--- config.mk ---
export PLATFORM = sky130hd
export DESIGN_NAME = instruction_fetch_flat
export DESIGN_NICKNAME = d
export VERILOG_FILES = /design/src/rtl/cpu_pkg.sv /design/src/rtl/instruction_fetch_if.sv /design/src/rtl/instruction_fetch.sv /design/src/flat_wrapper.sv
export SDC_FILE = /design/constraint.sdc
export NUM_CORES = 1
export LEC_CHECK = 0
export CAP_MARGIN = 40
export CORE_UTILIZATION = 32
export DETAILED_ROUTE_END_ITERATION = 7
export PLACE_DENSITY_LB_ADDON = 0.3
export SLEW_MARGIN = 20
export SYNTH_ARGS = -nofsm -noshare
export SYNTH_HDL_FRONTEND = slang
export SYNTH_SLANG_ARGS = --single-unit
--- constraint.sdc ---
create_clock -name i_clk -period 3.5 [get_ports i_clk]
set_input_delay 0.875 -clock i_clk [delete_from_list [all_inputs] [get_ports i_clk]]
set_output_delay 0.875 -clock i_clk [all_outputs]
set_load 0.05 [all_outputs]
--- src/rtl/cpu_pkg.sv ---
// Shared CPU definitions: fetch FSM encodings, the NOP encoding and the instruction width.
package cpu_pkg;

    localparam logic [1:0] REQ     = 2'd0;
    localparam logic [1:0] HOLD    = 2'd1;
    localparam logic [1:0] DISCARD = 2'd2;
    localparam logic [1:0] FAULT   = 2'd3;

    typedef enum logic [1:0] {
        S_REQ     = REQ,
        S_HOLD    = HOLD,
        S_DISCARD = DISCARD,
        S_FAULT   = FAULT
    } fetch_state_t;

    localparam logic [31:0] NOP_INSTR   = 32'h0000_0013;
    localparam int          INSTR_BYTES = 4;

endpackage

--- src/rtl/instruction_fetch_if.sv ---
// Instruction-memory read port between the fetch stage (master) and memory (slave).
interface instruction_fetch_if;
    // o_mem_req rises with o_mem_addr and both stay constant until the single-cycle
    // i_mem_ack; i_mem_rdata is meaningful only in that ack cycle.
    logic [31:0] o_mem_addr;
    logic        o_mem_req;
    logic [31:0] i_mem_rdata;
    logic        i_mem_ack;

    modport master (output o_mem_addr, output o_mem_req, input i_mem_rdata, input i_mem_ack);
    modport slave  (input o_mem_addr, input o_mem_req, output i_mem_rdata, output i_mem_ack);
endinterface

--- src/rtl/instruction_fetch.sv ---
// Multicycle fetch stage: PC, instruction register and memory read FSM.
// Optional macro FETCH_ALIGN_CHECK_EN adds o_fetch_fault and the FAULT state.
module instruction_fetch
    import cpu_pkg::*;
#(
    parameter logic [31:0] RESET_PC = 32'h0000_0000,
    parameter logic [31:0] PC_STEP  = 32'd4
) (
    input  logic                       i_clk,
    input  logic                       i_rst_n,
    instruction_fetch_if.master        mem,
    input  logic                       i_next,
    input  logic                       i_redirect,
    input  logic [31:0]                i_redirect_pc,
    output logic [31:0]                o_IR,
    output logic [31:0]                o_PC,
    output logic                       o_valid,
    output logic                       o_busy,
`ifdef FETCH_ALIGN_CHECK_EN
    output logic                       o_fetch_fault,
`endif
    output logic [1:0]                 o_dbg_state
);

    fetch_state_t r_state;
    logic [31:0]  r_fetch_pc;
    logic [31:0]  r_mem_addr;
    logic         r_mem_req;
    logic [31:0]  r_ir;
    logic [31:0]  r_pc;
    logic         r_valid;
    logic         r_fault;
    logic [31:0]  w_target;
    logic         w_bad_target;

    assign w_target = i_redirect_pc & ~(32'(INSTR_BYTES) - 32'd1);

`ifdef FETCH_ALIGN_CHECK_EN
    assign w_bad_target  = (i_redirect_pc[1:0] != 2'b00);
    assign o_fetch_fault = r_fault;
`else
    assign w_bad_target  = 1'b0;
`endif

    always_ff @(posedge i_clk or negedge i_rst_n) begin
        if (!i_rst_n) begin
            r_state    <= S_REQ;
            r_fetch_pc <= RESET_PC;
            r_mem_addr <= RESET_PC;
            r_mem_req  <= 1'b0;
            r_ir       <= NOP_INSTR;
            r_pc       <= RESET_PC;
            r_valid    <= 1'b0;
            r_fault    <= 1'b0;
        end else begin
            case (r_state)
                S_REQ: begin
                    // With no read in flight, acks are stray and are ignored.
                    if (!r_mem_req) begin
                        if (i_redirect) begin
                            if (w_bad_target) begin
                                r_fault <= 1'b1;
                                r_state <= S_FAULT;
                            end else begin
                                r_fetch_pc <= w_target;
                            end
                        end else begin
                            r_mem_req  <= 1'b1;
                            r_mem_addr <= r_fetch_pc;
                        end
                    end else if (i_redirect) begin
                        r_fault <= w_bad_target;
                        if (!w_bad_target) r_fetch_pc <= w_target;
                        if (mem.i_mem_ack) begin
                            r_mem_req <= 1'b0;
                            r_state   <= w_bad_target ? S_FAULT : S_REQ;
                        end else begin
                            r_state <= S_DISCARD;
                        end
                    end else if (mem.i_mem_ack) begin
                        r_mem_req <= 1'b0;
                        r_ir      <= mem.i_mem_rdata;
                        r_pc      <= r_fetch_pc;
                        r_valid   <= 1'b1;
                        r_state   <= S_HOLD;
                    end
                end
                S_HOLD: begin
                    if (i_redirect) begin
                        r_valid <= 1'b0;
                        r_fault <= w_bad_target;
                        if (!w_bad_target) r_fetch_pc <= w_target;
                        r_state <= w_bad_target ? S_FAULT : S_REQ;
                    end else if (i_next) begin
                        r_valid    <= 1'b0;
                        r_fetch_pc <= r_pc + PC_STEP;
                        r_state    <= S_REQ;
                    end
                end
                S_DISCARD: begin
                    // The stale read must complete; the last redirect seen decides where to go next.
                    if (i_redirect) begin
                        r_fault <= w_bad_target;
                        if (!w_bad_target) r_fetch_pc <= w_target;
                    end
                    if (mem.i_mem_ack) begin
                        r_mem_req <= 1'b0;
                        r_state   <= (i_redirect ? w_bad_target : r_fault) ? S_FAULT : S_REQ;
                    end
                end
                S_FAULT: begin
                    if (i_redirect && !w_bad_target) begin
                        r_fault    <= 1'b0;
                        r_fetch_pc <= w_target;
                        r_state    <= S_REQ;
                    end
                end
                default: r_state <= S_REQ;
            endcase
        end
    end

    assign mem.o_mem_addr = r_mem_addr;
    assign mem.o_mem_req  = r_mem_req;
    assign o_IR           = r_ir;
    assign o_PC           = r_pc;
    assign o_valid        = r_valid;
    assign o_busy         = (r_state == S_REQ) || (r_state == S_DISCARD);
    assign o_dbg_state    = r_state;

endmodule
--- src/flat_wrapper.sv ---
// flat-port wrapper written by rule: the top's interface ports become plain ports
module instruction_fetch_flat import cpu_pkg::*;
#(
    parameter logic [31:0] RESET_PC = 32'h0000_0000,
    parameter logic [31:0] PC_STEP  = 32'd4
)
  (i_clk, i_rst_n, i_next, i_redirect, i_redirect_pc, o_IR, o_PC, o_valid, o_busy, o_dbg_state, mem_o_mem_addr, mem_o_mem_req, mem_i_mem_rdata, mem_i_mem_ack);
  instruction_fetch_if mem_i ();
  input  logic i_clk;
  input  logic i_rst_n;
  input  logic i_next;
  input  logic i_redirect;
  input  logic [31:0] i_redirect_pc;
  output logic [31:0] o_IR;
  output logic [31:0] o_PC;
  output logic o_valid;
  output logic o_busy;
  output logic [1:0] o_dbg_state;
  output wire logic [$bits(mem_i.o_mem_addr)-1:0] mem_o_mem_addr;
  output wire logic [$bits(mem_i.o_mem_req)-1:0] mem_o_mem_req;
  input wire logic [$bits(mem_i.i_mem_rdata)-1:0] mem_i_mem_rdata;
  input wire logic [$bits(mem_i.i_mem_ack)-1:0] mem_i_mem_ack;
  assign mem_o_mem_addr = mem_i.o_mem_addr;
  assign mem_o_mem_req = mem_i.o_mem_req;
  assign mem_i.i_mem_rdata = mem_i_mem_rdata;
  assign mem_i.i_mem_ack = mem_i_mem_ack;
  instruction_fetch #(.RESET_PC(RESET_PC), .PC_STEP(PC_STEP)) u_core (.i_clk(i_clk), .i_rst_n(i_rst_n), .mem(mem_i), .i_next(i_next), .i_redirect(i_redirect), .i_redirect_pc(i_redirect_pc), .o_IR(o_IR), .o_PC(o_PC), .o_valid(o_valid), .o_busy(o_busy), .o_dbg_state(o_dbg_state));
endmodule
==> results of run 1 <==
[power by group through the flow]
stage | clock network, mW | logic (mW) | registers (mW)
after floorplan | 0 | 1.07 | 4.51
after global placement | 0 | 4.38 | 2.71
after CTS | 1.88 | 4.44 | 2.72
after global routing | 1.96 | 4.60 | 2.83
final | 1.84 | 4.39 | 2.71
after detailed placement | 0 | 4.42 | 2.74
[path summary, 6_finish.rpt]
path | start | endpoint | slack, ns | depth (start not counted)
setup / recovery | u_core.o_dbg_state[1] | o_dbg_state[1] | 0.79 | 1
hold / removal | i_rst_n | u_core.o_IR[31] | 0.45 | 1
min in group i_clk | u_core.r_fault | u_core.r_fault | 0.50 | 1
hold reg to reg | u_core.r_fault | u_core.r_fault | 0.50 | 1
max in group asynchronous | i_rst_n | u_core.o_IR[4] | 2.19 | 2
setup reg to reg | u_core.o_PC[2] | u_core.r_fetch_pc[20] | 1.21 | 6
[through the flow]
step	hold slack [ns]	instances
2_1_floorplan	0.465	482
3_3_place_gp	0.487	857
5_1_grt	0.501	889
3_5_place_dp	0.489	857
6_report	0.447	889
4_1_cts	0.491	889
[cell type report]
class	instances	area, um^2
Fill cell	1652	9570
Sequential cell	133	3330
Multi-Input combinational cell	313	2370
Timing Repair Buffer	175	1770
Clock buffer	21	470
Tap cell	229	287
Clock inverter	11	150
Inverter	7	26.3
[metal layers]
metal / vias up / wire length [um] / GRT usage / part of all wire
met4: 0 / 379 / 0.0739 / 0.025
met5: - / 0 / 0 / 0
li1: 2035 / - / - / -
met1: 2158 / 6570 / 0.214 / 0.43
met2: 119 / 7600 / 0.279 / 0.50
met3: 25 / 702 / 0.0390 / 0.046
[registers in the layout, indices dropped and copies added (netlist names)]
signal / cells
u_core.r_fetch_pc: 32
u_core.o_dbg_state: 2
u_core.o_IR: 32
u_core.o_valid: 1
u_core.mem.o_mem_req: 1
u_core.o_PC: 32
u_core.mem.o_mem_addr: 32
u_core.r_fault: 1
[cells in the mapped netlist, drive strengths merged (5+ instances only)]
cell / instances
dfrtp: 130
mux2: 92
nand2: 53
nor2: 22
o21ai: 22
xnor2: 20
clkbuf: 19
a21oi: 17
nand3: 11
o221ai: 11
buf: 9
nor3: 8
inv: 7
nand4: 6
xor2: 6
mux2i: 5
nor4: 5
[cell families after synthesis]
kind of cell               after synthesis  share of synthesized area
xor gates and xnor gates                26                     0.0389
adders and majority gates                1                    0.00214
DFF                                    133                      0.569
muxes                                   97                      0.185
AOI/OAI and AO/OA                       61                     0.0654
and+or+nand+nor                        128                      0.111
buffers and inverters                   36                     0.0286
==> run metrics, run 1 <==
DRT iter0 DRCs=169; Crit path arrival time=about 1.8 ns; CP Launch Type=flip-flop; combinational group share of total power=0.491; DP Area=around 7800 um^2; Total Wirelength=between 15000 and 20000 um; commonest non-fill, non-tap cell in the layout=clkdlybuf4s50_1; sequential fraction of the synthesis area=0.569; gr usage total=0.170; Root Buffer=clkbuf_16; Peak Freq=between 300 and 400 MHz; top_reg_cell synth=dfrtp_1; top cells by area, synth=dfrtp_1 (56%), mux2_2 (18%), nand2_1 (3.4%), xnor2_1 (3.0%), o21ai_0 (1.9%); vias per cell=approximately 4.9; via count=about 4300; slowest CP cell=clkdlybuf4s50_1; Inserted Clock Buffers=17; worst-margin pin slew=0.743 ns; status=completed; Synth area leader=dfrtp_1; clock power share=0.206; Final Setup Violations=0; CTS tree=yes; Post-synth EDFFs=0; Netlist cell types=46; Post-Place Setup Slack=between 0.6 and 0.7 ns; Final Hold Viols=0; Ports=170; Die X=approximately 140 um; DRC violations left=0; die area=roughly 19000 um^2; Worst Path Required=2.62 ns; Routed wire per std cell=between 15 and 20 um; delay-heaviest family, CP=buffers and inverters; pin count of the biggest net entering global routing=71; Final Util=0.468; Final GP Congestion=just under 0.8; initial antenna violation count=0; Die H=~140 um; CP max stage delay=between 0.8 and 0.9 ns; mapped cell area=between 5000 and 6000 um^2; nets@finish=717; worst min-delay path category=input port to async pin; clock skew=around 0.0063 ns; Initial Utilization=0.326; Design Power=between 8 and 9 mW; drt first pass iters=4; crit path kind=flip-flop to output pin; Yosys warnings=0; CP endpoint kind=output pin; Rows=between 40 and 50; CP bufs+invs=1; Mapped Nets=between 500 and 600; CTS-repair resized insts=0; HPWL Detailed=~11000 um; switching power=about 4 mW; total negative setup slack=0 ns; Power Density=roughly 1100 nW/um^2; Post-synth ARST share=1.00; final setup margin=0.789 ns; Post-CTS Setup Bufs=0; fin area=approximately 8400 um^2; H-tree Lvls=4; maximum clock path buffer count=2; critical-path maximum fanout=11; GRT overflow=0; worst-skew pair later-pin latency=~0.41 ns; Cells after Synth=482; layout cell share with drive strength beyond 1=0.221; core area=around 18000 um^2; Area Overhead vs Synth=43.4%; Worst-path clk slew=approximately 0.060 ns; global-route wire length before repair=roughly 24000 um; relative max-transition margin=0.505; Sw Share=0.441; Port-buffer cells=167; Slew Limit Fails=0; Max VDD drop=approximately 0.54 mV; Yosys reg bits=around 130; vias in the first global route=between 4000 and 5000; hold_buf cts=0; Tmin final=~2.7 ns; Tcrit/Tclk final=0.774; Synth top area share=0.555; Antenna diodes=0; RSZ-0062 raised after global routing=no; P_int=~5.0 mW; syn_area_per_cell=~12 um^2; sequential group share of total power=0.303; critical path, cell by cell=clkdlybuf4s50_1; clk sinks=133; Pleak=roughly 3.4 nW; remaining antenna violation count=0; most frequent cells in the layout=clkdlybuf4s50_1 (165), dfrtp_1 (130), mux2_2 (92); maxcap violations=0
No activity file was read; power rests on OpenSTA's default activity.
==> run 2: changes to the inputs <==
- clock period: 3.5 -> 2.66 ns (I/O delays scaled with it)
==> run metrics, run 2 (same netlist as run 1, synthesis figures left out) <==
flop-to-flop setup slack=0.51 ns (was 1.21 ns); Register-to-Register Path Depth=5 (was 6); Final GP Congestion=0.760 (was 0.773); Fin Hold WS=0.203 ns (was 0.447 ns); fin area=8430 um^2 (was 8400 um^2); GRT overflow=0 (unchanged); Final Hold Viols=0 (unchanged); clock power share=0.199 (was 0.206); Tcrit/Tclk final=0.949; pin count of the biggest net entering global routing=70 (was 71); final setup margin=0.136 ns (was 0.789 ns); core area=18000 um^2 (unchanged); Sw Share=0.440 (was 0.441); critical path, cell by cell=inv_1, clkdlybuf4s50_1 (was clkdlybuf4s50_1); relative max-transition margin=0.507 (was 0.505); gr usage total=0.171 (was 0.170); total negative setup slack=0 ns (unchanged); H-tree Lvls=4 (unchanged); Post-CTS Setup Bufs=0 (unchanged); via count=4401 (was 4337); Port-buffer cells=167 (unchanged); DRT iter0 DRCs=188 (was 169); Post-Place Setup Slack=0.307 ns (was 0.677 ns); Crit path arrival time=1.86 ns (was 1.84 ns); critical-path maximum fanout=10 (was 11); Power Density=1390 nW/um^2 (was 1060 nW/um^2); initial antenna violation count=0 (unchanged); area of the multi-input gates=2370 um^2 (unchanged); Die X=137 um (unchanged); vias in the first global route=4630 (was 4426); Die H=137 um (unchanged); clk sinks=133 (unchanged); DRC violations left=0 (unchanged); commonest non-fill, non-tap cell in the layout=clkdlybuf4s50_1 (unchanged); clock skew=0.00780 ns (was 0.00634 ns); Slew Limit Fails=0 (unchanged); CTS tree=yes (unchanged); R2R Path Start=u_core.o_PC[19] (was u_core.o_PC[2]); most frequent cells in the layout=clkdlybuf4s50_1 (165), dfrtp_1 (130), mux2_2 (92) (unchanged); register area=3330 um^2 (unchanged); RSZ-0062 raised after global routing=no (unchanged); Area Overhead vs Synth=44.0% (was 43.4%); CTS-repair resized insts=0 (unchanged); Root Buffer=clkbuf_16 (unchanged); status=completed (unchanged); CP bufs+invs=2 (was 1); Routed wire per std cell=16.9 um (was 17.1 um); Worst-path clk slew=0.06 ns (about the same); layout cell share with drive strength beyond 1=0.230 (was 0.221); die area=18800 um^2 (unchanged); maxcap violations=0 (unchanged); DP Area=7850 um^2 (was 7780 um^2); worst min-delay path category=input port to async pin (unchanged); FILL cells=1655 (was 1652); CP Launch Type=flip-flop (unchanged); Tmin final=around 2.5 ns; Worst Path Required=2.00 ns (was 2.62 ns); worst-margin pin slew=0.739 ns (was 0.743 ns); worst-skew pair later-pin latency=0.41 ns (about the same); sequential group share of total power=0.302 (was 0.303); Max VDD drop=0.741 mV (was 0.540 mV); Inserted Clock Buffers=17 (unchanged); remaining antenna violation count=0 (unchanged); r2r endpoint=u_core.r_fetch_pc[23] (was u_core.r_fetch_pc[20]); Ports=170 (unchanged); combinational group share of total power=0.499 (was 0.491); P_int=6.55 mW (was 5.00 mW); hold_buf cts=0 (unchanged); drt first pass iters=4 (unchanged); CP max stage delay=0.81 ns (was 0.87 ns); placed insts=868 (was 857); global-route wire length before repair=24200 um (was 24100 um); crit path kind=flip-flop to output pin (unchanged); vias per cell=4.89 (was 4.88); CP endpoint kind=output pin (unchanged); Pleak=3.45 nW (was 3.42 nW); Non-Filler Instances=900 (was 889); delay-heaviest family, CP=buffers and inverters (unchanged); slowest CP cell=clkdlybuf4s50_1 (unchanged); Antenna diodes=0 (unchanged); switching power=5.15 mW (was 3.94 mW); HPWL Detailed=10600 um (about the same); Total Wirelength=15200 um (about the same); Final Setup Violations=0 (unchanged); maximum clock path buffer count=2 (unchanged); Rows=49 (unchanged); nets@finish=728 (was 717); Initial Utilization=0.326 (unchanged); Peak Freq=just under 400 MHz
==> run 2: changes by cell type in the layout (fill, tap and decap cells not counted) <==
cell	change
buf_12	-1
buf_4	+12
clkbuf_1	+3
clkbuf_8	-2
clkinv_2	+3
clkinv_4	-4
==> run 2: area by class of cell <==
type | count | share of cell area
sequential | 133 | 0.395
multi-input combinational | 313 | 0.281
timing repair buffer | 186 | 0.218
clock buffer | 22 | 0.0539
tap | 229 | 0.0340
clock inverter | 10 | 0.0154
inverter | 7 | 0.00312
==> run 2: worst reg2reg max path, stage by stage (launching register included) <==
cell      delay [ns]
dfrtp_1         0.46
and4_2          0.30
or4b_4          0.55
or3_1           0.38
a311oi_1        0.30
a21o_1          0.12
==> run 2: power by group through the flow <==
stage | sequential [mW] | combinational [mW] | clock (mW)
final | 3.54 | 5.84 | 2.33
after floorplan | 5.93 | 1.41 | 0
after detailed placement | 3.58 | 5.88 | 0
after global routing | 3.68 | 6.13 | 2.48
after global placement | 3.53 | 5.83 | 0
after CTS | 3.55 | 5.90 | 2.40
==> run 2: worst max path at each step <==
stage                                     start                    end  slack (ns)  depth (start not counted)
after floorplan                  u_core.o_PC[6]  u_core.r_fetch_pc[23]        0.27                          7
after global placement                   i_next  u_core.r_fetch_pc[30]        0.29                          4
after detailed placement          mem_i_mem_ack        u_core.o_IR[24]        0.31                          4
after CTS                 u_core.o_dbg_state[0]                 o_busy        0.12                          2
after global routing      u_core.o_dbg_state[0]                 o_busy        0.06                          2
final                     u_core.o_dbg_state[0]                 o_busy        0.14                          2
==> run 2: stage by stage <==
step | power [mW] | util
floorplan | 7.33 | -
global placement | 9.36 | 0.437
detailed placement | 9.46 | 0.437
CTS | 11.9 | 0.469
global route | 12.3 | 0.469
finish | 11.7 | 0.469
==> run 2: metal layers <==
metal,global-route usage,up-vias,share of wire
met2,0.280,111,0.50
met5,0,-,0
met4,0.0788,0,0.021
met3,0.0368,23,0.045
met1,0.215,2204,0.43
li1,-,2063,-
==> run 3: changes to the inputs <==
- CELL_PAD_IN_SITES_DETAIL_PLACEMENT: unset -> 2
- CELL_PAD_IN_SITES_GLOBAL_PLACEMENT: unset -> 2
- CORE_UTILIZATION: 32 -> 30
==> run metrics, run 3 (same netlist as run 1, synthesis figures left out) <==
worst min-delay path category=input port to async pin (unchanged); worst-margin pin slew=0.719 ns (was 0.739 ns); worst-skew pair later-pin latency=0.41 ns (about the same); Rows=50 (was 49); CTS-repair resized insts=0 (unchanged); Power Density=1400 nW/um^2 (was 1390 nW/um^2); H-tree Lvls=4 (unchanged); Pleak=3.43 nW (was 3.45 nW); initial antenna violation count=0 (unchanged); fin area=8460 um^2 (was 8430 um^2); Total Wirelength=18100 um (was 15200 um); total negative setup slack=0 ns (unchanged); die area=20100 um^2 (was 18800 um^2); Port-buffer cells=167 (unchanged); Post-CTS Setup Bufs=0 (unchanged); nets@finish=724 (was 728); core area=18900 um^2 (was 18000 um^2); Register-to-Register Path Depth=5 (unchanged); clk sinks=133 (unchanged); FILL cells=1945 (was 1655); gr usage total=0.192 (was 0.171); DRC violations left=0 (unchanged); HPWL Detailed=12500 um (was 10600 um); Initial Utilization=0.310 (was 0.326); DRT iter0 DRCs=108 (was 188); final setup margin=0.130 ns (was 0.136 ns); pin count of the biggest net entering global routing=69 (was 70); hold_buf cts=0 (unchanged); Tcrit/Tclk final=0.951 (was 0.949); GRT overflow=0 (unchanged); flop-to-flop setup slack=0.39 ns (was 0.51 ns); maximum clock path buffer count=2 (unchanged); Die X=142 um (was 137 um); RSZ-0062 raised after global routing=no (unchanged); met2 WL=9760 um (was 7590 um); status=completed (unchanged); DP Area=7880 um^2 (was 7850 um^2); CP Launch Type=flip-flop (unchanged); Final GP Congestion=0.735 (was 0.760); Final Hold Viols=0 (unchanged); Inserted Clock Buffers=17 (unchanged); Slew Limit Fails=0 (unchanged); via count=4454 (was 4401); Antenna diodes=0 (unchanged); Routed wire per std cell=19.6 um (was 16.9 um); clock skew=0.00872 ns (was 0.00780 ns); CP endpoint kind=output pin (unchanged); vias in the first global route=5093 (was 4630); Design Power=11.8 mW (was 11.7 mW); WL met1=7740 um (was 6620 um); Ports=170 (unchanged); CTS tree=yes (unchanged); vias per cell=4.81 (was 4.89); Worst Path Required=2.00 ns (about the same); Final Setup Violations=0 (unchanged); most frequent cells in the layout=clkdlybuf4s50_1 (165), dfrtp_1 (130), mux2_2 (92) (unchanged); Post-Place Setup Slack=0.340 ns (was 0.307 ns); Area Overhead vs Synth=44.4% (was 44.0%); max layer used=met4 (unchanged); Worst-path clk slew=0.06 ns (about the same); crit path kind=flip-flop to output pin (unchanged); critical-path maximum fanout=10 (unchanged); maxcap violations=0 (unchanged); Peak Freq=395 MHz (was 396 MHz); Root Buffer=clkbuf_16 (unchanged); drt first pass iters=4 (unchanged); global-route wire length before repair=29100 um (was 24200 um); relative max-transition margin=0.521 (was 0.507); Fin Hold WS=0.168 ns (was 0.203 ns); Crit path arrival time=1.86 ns (about the same); Die H=142 um (was 137 um); Max VDD drop=0.592 mV (was 0.741 mV); metal3 WL=438 um (was 692 um); remaining antenna violation count=0 (unchanged); layout cell share with drive strength beyond 1=0.227 (was 0.230); commonest non-fill, non-tap cell in the layout=clkdlybuf4s50_1 (unchanged); Tmin final=2.53 ns (was 2.52 ns)
==> run 3: cell type report <==
| type | instances | area (um^2) | area share |
|---|---|---|---|
| Inverter | 7 | 26.3 | 0.00311 |
| Sequential cell | 133 | 3330 | 0.394 |
| Clock buffer | 22 | 474 | 0.0561 |
| Tap cell | 260 | 325 | 0.0385 |
| Clock inverter | 9 | 103 | 0.0121 |
| Timing Repair Buffer | 182 | 1830 | 0.216 |
| Multi-Input combinational cell | 313 | 2370 | 0.280 |
==> run 3: power by group <==
group	switching, mW	internal [mW]	leakage [nW]
clock network	0.869	1.44	0.278
registers	0.747	2.85	1.63
logic	3.70	2.21	1.53
total	5.32	6.51	3.43
==> run 3: stage by stage <==
step	std cells	util
3_5_place_dp	895	0.417
6_report	926	0.448
4_1_cts	926	0.448
2_1_floorplan	482	-
3_3_place_gp	895	0.417
5_1_grt	926	0.448
==> run 3: per-layer routing <==
metal  track usage  vias up
li1              -     2038
met1         0.231     2330
met2         0.345       75
met3        0.0388       11
met4        0.0560        0
met5             0        -
==> run 3: final timing paths <==
path / to / startpoint
max: o_busy / u_core.o_dbg_state[0]
min: u_core.o_IR[31] / i_rst_n
max reg2reg: u_core.r_fetch_pc[31] / u_core.o_PC[6]
min reg2reg: u_core.mem.o_mem_addr[22] / u_core.mem.o_mem_addr[22]
max in group asynchronous: u_core.o_IR[4] / i_rst_n
min in group i_clk: u_core.mem.o_mem_addr[22] / u_core.mem.o_mem_addr[22]
==> run 3: worst max-delay path, stage by stage (launching register included) <==
cell and delay (ns):
dfrtp_1 0.49, inv_1 0.15, clkdlybuf4s50_1 0.81
